`src/rtl/store_writer.sv`:
```
// Store writer: drains one committed store into byte-wide RAM writes through an arbitrated port.
// Optional macro STORE_WRITER_IO_STALL_EN holds I/O-mapped bytes while the UART buffer is full.
module store_writer #(
    parameter logic [1:0] IO_SEL = 2'b11
) (
    input  logic        clk,
    input  logic        rst,
    input  logic        rdy,
    input  logic        rob_store_sgn,
    input  logic [5:0]  rob_store_op,
    input  logic [31:0] rob_store_addr,
    input  logic [31:0] rob_store_data,
    output logic        begin_real_store,
    output logic        finish_store,
    output logic        mem_req,
    input  logic        mem_gnt,
    output logic [31:0] mem_a,
    output logic [7:0]  mem_dout,
    output logic        mem_wr,
    input  logic        io_buffer_full,
    output logic        busy
);

    // Store opcodes, matching the encodings in defines.v
    localparam logic [5:0] OP_SB = 6'd29;
    localparam logic [5:0] OP_SH = 6'd30;
    localparam logic [5:0] OP_SW = 6'd31;

    typedef enum logic [1:0] {
        IDLE  = 2'd0,
        WRITE = 2'd1,
        DONE  = 2'd2
    } state_t;

    state_t      state_reg, state_next;
    logic [2:0]  cnt_reg, cnt_next;
    logic [5:0]  op_reg, op_next;
    logic [31:0] addr_reg, addr_next;
    logic [31:0] data_reg, data_next;
    logic        begin_reg, begin_next;
    logic        finish_reg, finish_next;
    logic        mem_req_reg, mem_req_next;
    logic [31:0] mem_a_reg, mem_a_next;
    logic [7:0]  mem_dout_reg, mem_dout_next;
    logic        mem_wr_reg, mem_wr_next;
    logic        busy_reg, busy_next;

    logic [7:0]  data_bytes [4];
    logic [2:0]  byte_total;
    logic [31:0] cur_addr;
    logic [7:0]  cur_byte;
    logic        last_byte;
    logic        io_stall;

    genvar gi;
    generate
        for (gi = 0; gi < 4; gi++) begin : g_lane
            assign data_bytes[gi] = data_reg[8*gi +: 8];
        end
    endgenerate

    always_comb begin
        byte_total = 3'd4;
        case (op_reg)
            OP_SB:   byte_total = 3'd1;
            OP_SH:   byte_total = 3'd2;
            OP_SW:   byte_total = 3'd4;
            default: byte_total = 3'd4;
        endcase
    end

    // Address wraps naturally modulo 2^32
    assign cur_addr  = addr_reg + {29'd0, cnt_reg};
    assign cur_byte  = data_bytes[cnt_reg[1:0]];
    assign last_byte = ((cnt_reg + 3'd1) == byte_total);

`ifdef STORE_WRITER_IO_STALL_EN
    assign io_stall = (cur_addr[17:16] == IO_SEL) && io_buffer_full;
`else
    logic unused_io_cfg;
    assign unused_io_cfg = io_buffer_full ^ (^IO_SEL);
    assign io_stall      = 1'b0;
`endif

    always_comb begin
        state_next    = state_reg;
        cnt_next      = cnt_reg;
        op_next       = op_reg;
        addr_next     = addr_reg;
        data_next     = data_reg;
        begin_next    = begin_reg;
        finish_next   = finish_reg;
        mem_req_next  = mem_req_reg;
        mem_a_next    = mem_a_reg;
        mem_dout_next = mem_dout_reg;
        mem_wr_next   = mem_wr_reg;
        busy_next     = busy_reg;

        // rdy low leaves every register at its current value
        if (rdy) begin
            case (state_reg)
                IDLE: begin
                    begin_next    = 1'b0;
                    finish_next   = 1'b0;
                    mem_wr_next   = 1'b0;
                    mem_dout_next = 8'd0;
                    mem_req_next  = 1'b0;
                    if (rob_store_sgn) begin
                        op_next      = rob_store_op;
                        addr_next    = rob_store_addr;
                        data_next    = rob_store_data;
                        cnt_next     = 3'd0;
                        begin_next   = 1'b1;
                        mem_req_next = 1'b1;
                        busy_next    = 1'b1;
                        state_next   = WRITE;
                    end
                end
                WRITE: begin
                    begin_next    = 1'b0;
                    mem_wr_next   = 1'b0;
                    mem_dout_next = 8'd0;
                    if (mem_gnt && !io_stall) begin
                        mem_wr_next   = 1'b1;
                        mem_a_next    = cur_addr;
                        mem_dout_next = cur_byte;
                        cnt_next      = cnt_reg + 3'd1;
                        if (last_byte) begin
                            mem_req_next = 1'b0;
                            state_next   = DONE;
                        end
                    end
                end
                DONE: begin
                    finish_next   = 1'b1;
                    mem_wr_next   = 1'b0;
                    mem_dout_next = 8'd0;
                    mem_req_next  = 1'b0;
                    busy_next     = 1'b0;
                    state_next    = IDLE;
                end
                default: begin
                    state_next = IDLE;
                    busy_next  = 1'b0;
                end
            endcase
        end
    end

    always_ff @(posedge clk) begin
        if (rst) begin
            state_reg    <= IDLE;
            cnt_reg      <= 3'd0;
            op_reg       <= 6'd0;
            addr_reg     <= 32'd0;
            data_reg     <= 32'd0;
            begin_reg    <= 1'b0;
            finish_reg   <= 1'b0;
            mem_req_reg  <= 1'b0;
            mem_a_reg    <= 32'd0;
            mem_dout_reg <= 8'd0;
            mem_wr_reg   <= 1'b0;
            busy_reg     <= 1'b0;
        end else begin
            state_reg    <= state_next;
            cnt_reg      <= cnt_next;
            op_reg       <= op_next;
            addr_reg     <= addr_next;
            data_reg     <= data_next;
            begin_reg    <= begin_next;
            finish_reg   <= finish_next;
            mem_req_reg  <= mem_req_next;
            mem_a_reg    <= mem_a_next;
            mem_dout_reg <= mem_dout_next;
            mem_wr_reg   <= mem_wr_next;
            busy_reg     <= busy_next;
        end
    end

    assign begin_real_store = begin_reg;
    assign finish_store     = finish_reg;
    assign mem_req          = mem_req_reg;
    assign mem_a            = mem_a_reg;
    assign mem_dout         = mem_dout_reg;
    assign mem_wr           = mem_wr_reg;
    assign busy             = busy_reg;

endmodule
```
`config.mk`:
```
export PLATFORM = sky130hd
export DESIGN_NAME = store_writer
export DESIGN_NICKNAME = d
export VERILOG_FILES = /design/src/rtl/store_writer.sv
export SDC_FILE = /design/constraint.sdc
export NUM_CORES = 1
export LEC_CHECK = 0
export BUFFER_PORTS_ARGS = -buffer_cell sky130_fd_sc_hd__buf_2
export CAP_MARGIN = 10
export CORE_MARGIN = 8
export CORE_UTILIZATION = 45
export DETAILED_ROUTE_END_ITERATION = 10
export GPL_TIMING_DRIVEN = 0
export HOLD_SLACK_MARGIN = 0.06
export PLACE_DENSITY = 0.74
export SLEW_MARGIN = 10
export SYNTH_ARGS = -nofsm -noshare
export SYNTH_HDL_FRONTEND = slang
export SYNTH_SLANG_ARGS = --single-unit
```
`constraint.sdc`:
```
create_clock -name clk -period 4.5 [get_ports clk]
set_input_delay 0 -clock clk [delete_from_list [all_inputs] [get_ports clk]]
set_output_delay 0 -clock clk [all_outputs]
set_load 0.01 [all_outputs]
```
# [Word level (Yosys, flattened, before mapping)]
# Cells that the tools add are included.
[classes] order_cmp=1 mul=0 n_bitwise=2 n_shift=0 n_mux=23 reduce_logical=15 div=0 n_addsub=2 n_eq_ne=8
[op_table] op="adder 32 x 3 -> 32 bit" n=1
[op_table] op="2-to-1 mux 8 bit" n=3
[op_table] op="binary-select mux 8 bit (select 2 bit)" n=1
[op_table] op="case mux 8 bit (2 select lines)" n=1
[op_table] op="== test 6 x 5 -> 1 bit (second input constant)" n=2
[op_table] op="case mux 3 bit (2 select lines)" n=2
[op_table] op="AND reduction 4 bit" n=3
[op_table] op="AND reduction 3 bit" n=3
[op_table] op="case mux 1 bit (2 select lines)" n=4
[op_table] op="2-to-1 mux 2 bit" n=3
[op_table] op="2-to-1 mux 3 bit" n=2
[op_table] op="!= test 2 bit (second input constant)" n=3
[op_table] op="AND reduction 2 bit" n=3
[op_table] op="nonzero test 2 bit" n=3
[op_table] op="2-to-1 mux 1 bit" n=5
[op_table] op="case mux 2 bit (2 select lines)" n=1
[op_table] op="adder 3 x 1 -> 3 bit (second input constant)" n=1
[op_table] op="== test 3 bit" n=1
[op_table] op=">= comparator 3 bit (second input constant)" n=1
[op_table] op="NOT 2 -> 3 bit" n=1
[op_table] op="case mux 1 bit (3 select lines)" n=1
[op_table] op="nonzero test 3 bit" n=1
[op_table] op="== test 2 x 1 -> 1 bit (second input constant)" n=1
[op_table] op="== test 2 bit (second input constant)" n=1
[op_table] op="other kinds (3)" n=3
[word_totals] rom_bits=0 out_inout_bits=45 inputBits=76 n_memories=0 latchBits=0 word_cells=63 reg_bits=120 ram_bits=0

# [Logic depth before layout (Yosys ltp)]
# Gate-level depths: netlist of run 1.
[logic_depth] depth_word=6 mapped_depth=9 mapped_depth_nobuf=7

# [Worst setup path before layout of run 1]
# Ideal clock, no wire load.
[synth_path] path_type="register to register" from="register state_reg[1]" to="register cnt_reg[1]" setup_slack_ns=2.482 setup_ns=0.128 required_ns=4.372 arrival_time_ns=1.890 path_stages_with_launch=10 n_path_buf=2 path_cell_list="dfxtp_1 > inv_1 > ha_1 > clkbuf_1 > and3_1 > clkbuf_1 > and2_1 > mux2_2 > a22oi_1 > nor2_1"
[synth_between] elab_chain_len=3
[synth_rtl] item="start: declaration" line_no="35" rtl="state_t state_reg, state_next;"
[synth_rtl] item="start signal: assignment" line_no="165" rtl="state_reg <= state_next;"
[synth_rtl] item="== test 2 x 1 -> 1 bit or logical NOT 2 bit (tied branches)" line_no="101" rtl="case (state_reg)"
[synth_rtl] item="!= test 2 bit (no source line) or nonzero test 2 bit (tied branches)"
[synth_rtl] item="AND reduction 4 bit (no source line)"
[synth_rtl] item="end signal: assignment" line_no="166" rtl="cnt_reg <= cnt_next;"
[synth_rtl] item="end: declaration" line_no="36" rtl="logic [2:0] cnt_reg, cnt_next;"
# Parallel ways exist; a longest one is shown, timed or not.
# A chain may end at the register's enable or synchronous reset.

# [Worst setup path in the final report of run 1]
# Ends and elaborated chain as after synthesis.

==> summary.md, run 1 <==
| Metric | Value |
|---|---|
| Library cells used by synthesis | 55 |
| Total core area | between 10000 and 15000 um^2 |
| Pwr/cell area | around 380 nW/um^2 |
| DR iter-0 viols | 379 |
| Final min period | 2.43 ns |
| Largest net degree at the start of global routing | 17 |
| Dpl cells | 900 |
| Top_reg_cell synth | dfxtp_1 |
| Total clock sinks | 120 |
| Grt total ovfl | 0 |
| Worst-Skew Late Latency | 0.42 ns |
| Initial DRT Pass Iterations | 5 |
| CTS clk-pin slew, worst paths | 0.05 ns |
| Final nets | 935 |
| Initial Util | between 40% and 50% |
| Final Skew | 0.0109 ns |
| CTS tree | done |
| WP depth | 9 |
| WS Path Type | register to register |
| Worst r2r src | state_reg[1] |
| Final Max Slew Viols | 0 |
| Num CTS Buffers | 17 |
| I/O Pins | 121 |
| Final wirelength | 17100 um |
| DRC | 0 |
| Fin area | 7410 um^2 |
| Ys async rst share | 0% |
| Tot Pwr | 2.79 mW |
| GRT Total Usage | 21.6% |
| CP Launch Point | state_reg[1] |
| Vias/cell | around 5.5 |
| Die W | roughly 120 um |
| Crit-path slowest cell | mux2_2 |
| Reg2reg path depth | 9 |
| Finished Layout Cells | roughly 1.0k |
| CP peak stage delay | 0.36 ns |
| Area added between synthesis and finish | 39.7% |
| Area after DPL | 6080 um^2 |
| Worst EP required | ~4.8 ns |
| Pin slew with the least headroom to its limit | around 0.7 ns |
| Maximum operating frequency | between 400 and 500 MHz |
| Max Cap Violations | 0 |
| First-pass GRT wire length | 27400 um |
| CP Launch Type | register |
| Reg-to-reg endpoint | cnt_reg[1] |
| GPL Wtd Cong | 0.917 |
| IR drop worst, VDD | between 0.0002 and 0.0003 V |
| CP Data Arrival Time | 2.71 ns |
| Post-synth EDFFs | 0 |
| RSZ-0062 raised after global routing | no |
| FF-to-FF setup slack | 2.07 ns |
| Worst Setup End Kind | register |
| Die area | 15500 um^2 |
| Syn nets | 723 |
| Setup repair bufs after CTS | 0 |
| CP max FO | 10 |
| # resized after CTS | 0 |
| Final setup violation count | 0 |
| Mapped Cells | between 600 and 700 |
| Syn avg cell area | 8.32 um^2 |
| Sequential cell area fraction in the yosys report | between 40% and 50% |
| Number of global-route vias before repair | roughly 5.7k |
| Buffers on Ports | around 120 |
| Dpl hpwl | 11500 um |
| CP Cell Sequence | inv_1 > ha_1 > clkbuf_1 > and3_1 > clkbuf_1 > and2_1 > mux2_2 > a22oi_1 > nor2_1 |
| Routed Antenna Nets | 0 |
| Hold Path Stages | 3 |
| Row cnt | 39 |
| CP top delay family | buffers and inverters |
| Synthesized area | between 5000 and 6000 um^2 |
| Most common cell after layout, fill and taps aside | nand2_1 |
| Worst setup margin | slightly above 2 ns |
| WL per Instance | 17.0 um |
| Clock tree buffer depth | 2 |
| Most used cell, CP | clkbuf_1 |
| Vias post-DR | 5494 |
| Seq cells post-synth | between 100 and 150 |
| Final hold vios | 0 |
| Place WS | 2.13 ns |
| Commonest non-fill, non-tap cells in the layout | 168 x nand2_1, 120 x buf_2, 120 x dfxtp_1, 85 x a21oi_1, 74 x dlygate4sd3_1 |
| Hold_sp | rdy |
| Die height | 125 um |
| Hold WC Path Type | primary input to register |
| Finished Core Util | between 60% and 70% |
| H-tree Lvls | 4 |
| YS warnings | 0 |
| Tcrit/Tclk final | 54.0% |
| CP Buf/Inv Count | 3 |
| Max_slew headroom | about 55% |
| Hold-fix buffers, CTS | 74 |
| Leak Pwr | between 2 and 3 nW |
| Layout cells sized above 1 | 19.7% |
| Run status | completed |
| Initial antenna violation count | 1 |
| Setup TNS Final | 0 ns |
| CTS root buffer | clkbuf_16 |
| Worst hold slack | about 0.21 ns |
| Hold Path Sink | busy |
## cell families (layout without fill, tap and decap cells)
| group | after synthesis | after routing | share of synthesized area (%) |
|---|---|---|---|
| AO/OA/AOI/OAI | 146 | 146 | 16.6 |
| flip-flops | 120 | 120 | 45.3 |
| adder cells (fa/ha/maj) | 9 | 9 | 2.26 |
| buffers and inverters | 52 | 277 | 3.94 |
| AND/OR/NAND/NOR | 279 | 279 | 24.5 |
| multiplexers | 10 | 10 | 3.80 |
| XOR/XNOR | 22 | 22 | 3.63 |
| other | 0 | 1 | 0 |
## report_power, final
group / total, mW / internal [mW] / switching [mW]
registers: 1.14 / 1.11 / 0.0347
clock network: 1.37 / 0.894 / 0.480
logic: 0.274 / 0.130 / 0.144
## cell usage after synthesis (all sizes together) (2+ instances only)
library cell / instances / share of area (%)
and4: 2 / 0.33
and3: 6 / 0.71
xor2: 9 / 1.5
ha: 8 / 1.9
or3: 2 / 0.24
dfxtp: 120 / 45
o211ai: 3 / 0.42
xnor2: 13 / 2.1
a22oi: 3 / 0.42
nor2b: 2 / 0.24
nor4: 5 / 0.71
or4: 9 / 1.3
nand2: 169 / 12
o21a: 2 / 0.28
nand4b: 3 / 0.78
buf: 3 / 0.45
a31oi: 5 / 0.59
mux4: 8 / 3.4
a21oi: 85 / 8.0
inv: 6 / 0.42
o21bai: 3 / 0.42
a21o: 2 / 0.28
nor3: 6 / 0.87
o2111ai: 2 / 0.33
nand4: 7 / 0.83
nor2: 36 / 2.6
a311oi: 6 / 0.99
o31ai: 9 / 1.3
nand3: 10 / 1.0
clkbuf: 43 / 3.1
and2: 3 / 0.40
nand2b: 14 / 1.7
o21ai: 2 / 0.19
a211oi: 22 / 3.1
## worst max-delay path by stage
stage / to
5_1_grt: cnt_reg[1]
6_report: cnt_reg[1]
3_3_place_gp: cnt_reg[1]
4_1_cts: cnt_reg[1]
3_5_place_dp: cnt_reg[1]
2_1_floorplan: cnt_reg[1]
## worst register-to-register path, stage by stage (launching register included)
cell,delay [ns]
dfxtp_1,0.33
inv_1,0.10
ha_1,0.15
clkbuf_1,0.33
and3_1,0.23
clkbuf_1,0.27
and2_1,0.28
mux2_2,0.36
a22oi_1,0.19
nor2_1,0.06
## cell type report
| type | instances | area [um^2] |
|---|---|---|
| Multi-Input combinational cell | 466 | 2700 |
| Inverter | 6 | 22.5 |
| Clock buffer | 23 | 468 |
| Buffer | 46 | 186 |
| Clock inverter | 9 | 123 |
| Sequential cell | 120 | 2400 |
| Fill cell | 876 | 4050 |
| Antenna cell | 1 | 2.50 |
| Tap cell | 143 | 179 |
| Timing Repair Buffer | 193 | 1340 |
## per-layer routing
layer	vias to the layer above	global-route usage [%]	share of wire [%]
li1	2644	-	-
met5	-	0	0
met3	61	6.43	6.2
met1	2547	23.8	41
met2	242	36.3	49
met4	0	12.5	4.1
(Power assumes the default switching activity.)
==> run 2: changes to the inputs <==
--- a/config.mk
+++ b/config.mk
@@ -12,7 +12,7 @@
 export DETAILED_ROUTE_END_ITERATION = 10
 export GPL_TIMING_DRIVEN = 0
 export HOLD_SLACK_MARGIN = 0.06
-export PLACE_DENSITY = 0.74
+export PLACE_DENSITY = 0.77
 export SLEW_MARGIN = 10
 export SYNTH_ARGS = -nofsm -noshare
 export SYNTH_HDL_FRONTEND = slang
==> constraint.sdc (replaced) <==
create_clock -name clk -period 2 [get_ports clk]
set_input_delay 0 -clock clk [delete_from_list [all_inputs] [get_ports clk]]
set_output_delay 0 -clock clk [all_outputs]
set_load 0.01 [all_outputs]
==> summary.md, run 2 (same netlist as run 1, synthesis figures left out) <==
| Metric | Value |
|---|---|
| Vias/cell | 5.44 (-0.33%) |
| Clock tree buffer depth | 2 (unchanged) |
| WL per Instance | 16.8 um (-1.3%) |
| Global routing usage on met2 | 33.5% (-2.9 points) |
| Run status | completed |
| Layout cells sized above 1 | 24.0% (+4.3 points) |
| Final setup violation count | 0 (unchanged) |
| Initial DRT Pass Iterations | 5 (unchanged) |
| Worst-Skew Late Latency | 0.41 ns (about the same) |
| Tcrit/Tclk final | 99.5% (+45 points) |
| DRC | 0 (unchanged) |
| Worst EP required | 2.32 ns (-2.46 ns) |
| Worst Setup End Kind | register |
| Pin slew with the least headroom to its limit | 0.671 ns (-0.0114 ns) |
| Initial Util | 46.3% (unchanged) |
| CTS root buffer | clkbuf_16 |
| Crit-path slowest cell | or4_1 |
| Tot Pwr | 6.59 mW (+140%) |
| Most common cell after layout, fill and taps aside | nand2_1 |
| Final Max Slew Viols | 0 (unchanged) |
| GPL Wtd Cong | 0.824 (-10%) |
| Worst hold slack | 0.229 ns (+0.0204 ns) |
| Initial antenna violation count | 0 (-1) |
| Num CTS Buffers | 17 (unchanged) |
| Area after DPL | 6080 um^2 (about the same) |
| First-pass GRT wire length | 26700 um (-2.7%) |
| Number of global-route vias before repair | 5448 (-4.4%) |
| Total core area | 11500 um^2 (unchanged) |
| Pwr/cell area | 864 nW/um^2 (+130%) |
| CP top delay family | simple AND/OR/NAND/NOR gates |
| Largest net degree at the start of global routing | 17 (unchanged) |
| Area added between synthesis and finish | 43.8% |
| Commonest non-fill, non-tap cells in the layout | 168 x nand2_1, 120 x buf_2, 114 x dfxtp_1, 84 x a21oi_1, 74 x dlygate4sd3_1 |
| Final min period | 1.99 ns (-0.441 ns) |
| H-tree Lvls | 4 (unchanged) |
| Final Skew | 0.00652 ns (-0.00437 ns) |
| Place WS | -0.224 ns (-2.35 ns) |
| Setup TNS Final | 0 ns (unchanged) |
| Final hold vios | 0 (unchanged) |
| IR drop worst, VDD | 0.000492 V (+82%) |
| Dpl hpwl | 10900 um (-5.2%) |
| Row cnt | 39 (unchanged) |
| Vias post-DR | 5503 (+0.16%) |
| Routed Antenna Nets | 0 (unchanged) |
| Leak Pwr | 3.00 nW (+3.5%) |
| CTS clk-pin slew, worst paths | 0.05 ns (about the same) |
| Final nets | 940 (+0.53%) |
| Maximum operating frequency | 503 MHz (+22%) |
| Grt total ovfl | 0 (unchanged) |
| Die W | 125 um (unchanged) |
| CTS tree | done |
| GRT Total Usage | 20.9% (-0.74 points) |
| Hold WC Path Type | primary input to register |
| Fin area | 7630 um^2 (+2.9%) |
| Die area | 15500 um^2 (unchanged) |
| Buffers on Ports | 119 (unchanged) |
| CP Launch Type | register |
| CP Cell Sequence | ha_4 > fa_2 > a21oi_4 > nor2_4 > nand3_4 > buf_4 > or4_1 > a311oi_1 |
| Final wirelength | 17000 um (-0.82%) |
| FILL cells | 866 (-1.1%) |
| CP Data Arrival Time | 2.31 ns (-0.40 ns) |
| GR Util met1 | 25.0% (+1.2 points) |
| RSZ-0062 raised after global routing | yes |
| Die height | 125 um (unchanged) |
| Max_slew headroom | 55.3% (+0.76 points) |
| I/O Pins | 121 (unchanged) |
| CP peak stage delay | 0.39 ns (+0.03 ns) |
| Busiest grt layer | met2 |
| CP max FO | 4 (-6) |
| DR iter-0 viols | 395 (+4.2%) |
| Met3 usage in global routing | 5.32% (-1.1 points) |
| Max Cap Violations | 0 (unchanged) |
| WS Path Type | register to register |
| Worst setup margin | 0.0107 ns (-2.06 ns) |
| Total clock sinks | 120 (unchanged) |
| CP Buf/Inv Count | 1 (-2) |
-- run 2: cell count changes in the layout (fill, tap and decap cells not counted), sizes merged --
cell	before	now
clkinv	5	3
bufinv	3	5
buf	122	130
clkbuf	66	64
clkinvlp	1	0
-- run 2: power breakdown --
| part | switching [mW] | internal, mW |
|---|---|---|
| logic | 0.325 | 0.299 |
| registers | 0.0784 | 2.49 |
| clock network | 1.05 | 2.34 |
-- run 2: metal layers --
metal / vias to the layer above / wire length, um
met4: 0 / 758
met1: 2550 / 7040
met2: 242 / 8000
met5: - / 0
met3: 68 / 1160
li1: 2643 / -
-- run 2: stage by stage --
stage,util (%),cells
final,66.5,1012
after global routing,66.5,1011
after CTS,65.5,1005
after detailed placement,53.0,900
after global placement,53.0,900
after floorplan,-,638
-- run 2: layout make-up --
cell class / instances / area [um^2] / area share [%]
Timing Repair Buffer: 200 / 1390 / 18.2
Multi-Input combinational cell: 466 / 2770 / 36.3
Antenna cell: 1 / 2.50 / 0.0328
Sequential cell: 120 / 2410 / 31.6
Inverter: 6 / 22.5 / 0.295
Clock buffer: 24 / 492 / 6.45
Clock inverter: 8 / 165 / 2.16
Tap cell: 143 / 179 / 2.35
Buffer: 44 / 199 / 2.61
-- run 2: worst reg2reg max path: stages (launching register included) --
cell      delay, ns
dfxtp_2        0.37
ha_4           0.15
fa_2           0.24
a21oi_4        0.08
nor2_4         0.14
nand3_4        0.12
buf_4          0.16
or4_1          0.39
a311oi_1       0.27
-- run 2: worst paths after layout --
path | slack, ns | depth (start not counted) | end | start
max | 0.01 | 8 | mem_a[28] | cnt_reg[0]
min | 0.23 | 5 | mem_wr | rdy
max reg2reg | 0.01 | 8 | mem_a[28] | cnt_reg[0]
min reg2reg | 0.45 | 2 | mem_wr | mem_wr
-- run 2: repair_timing --
| item | in CTS | in global routing |
|---|---|---|
| buffers inserted | 1 | 6 |
| resized for setup | 9 | 40 |
| hold endpoints to repair | 74 | 0 |
| hold buffers | 74 | 0 |
| endpoints found under the setup margin | 97 | 68 |
| pin swaps | 1 | 8 |
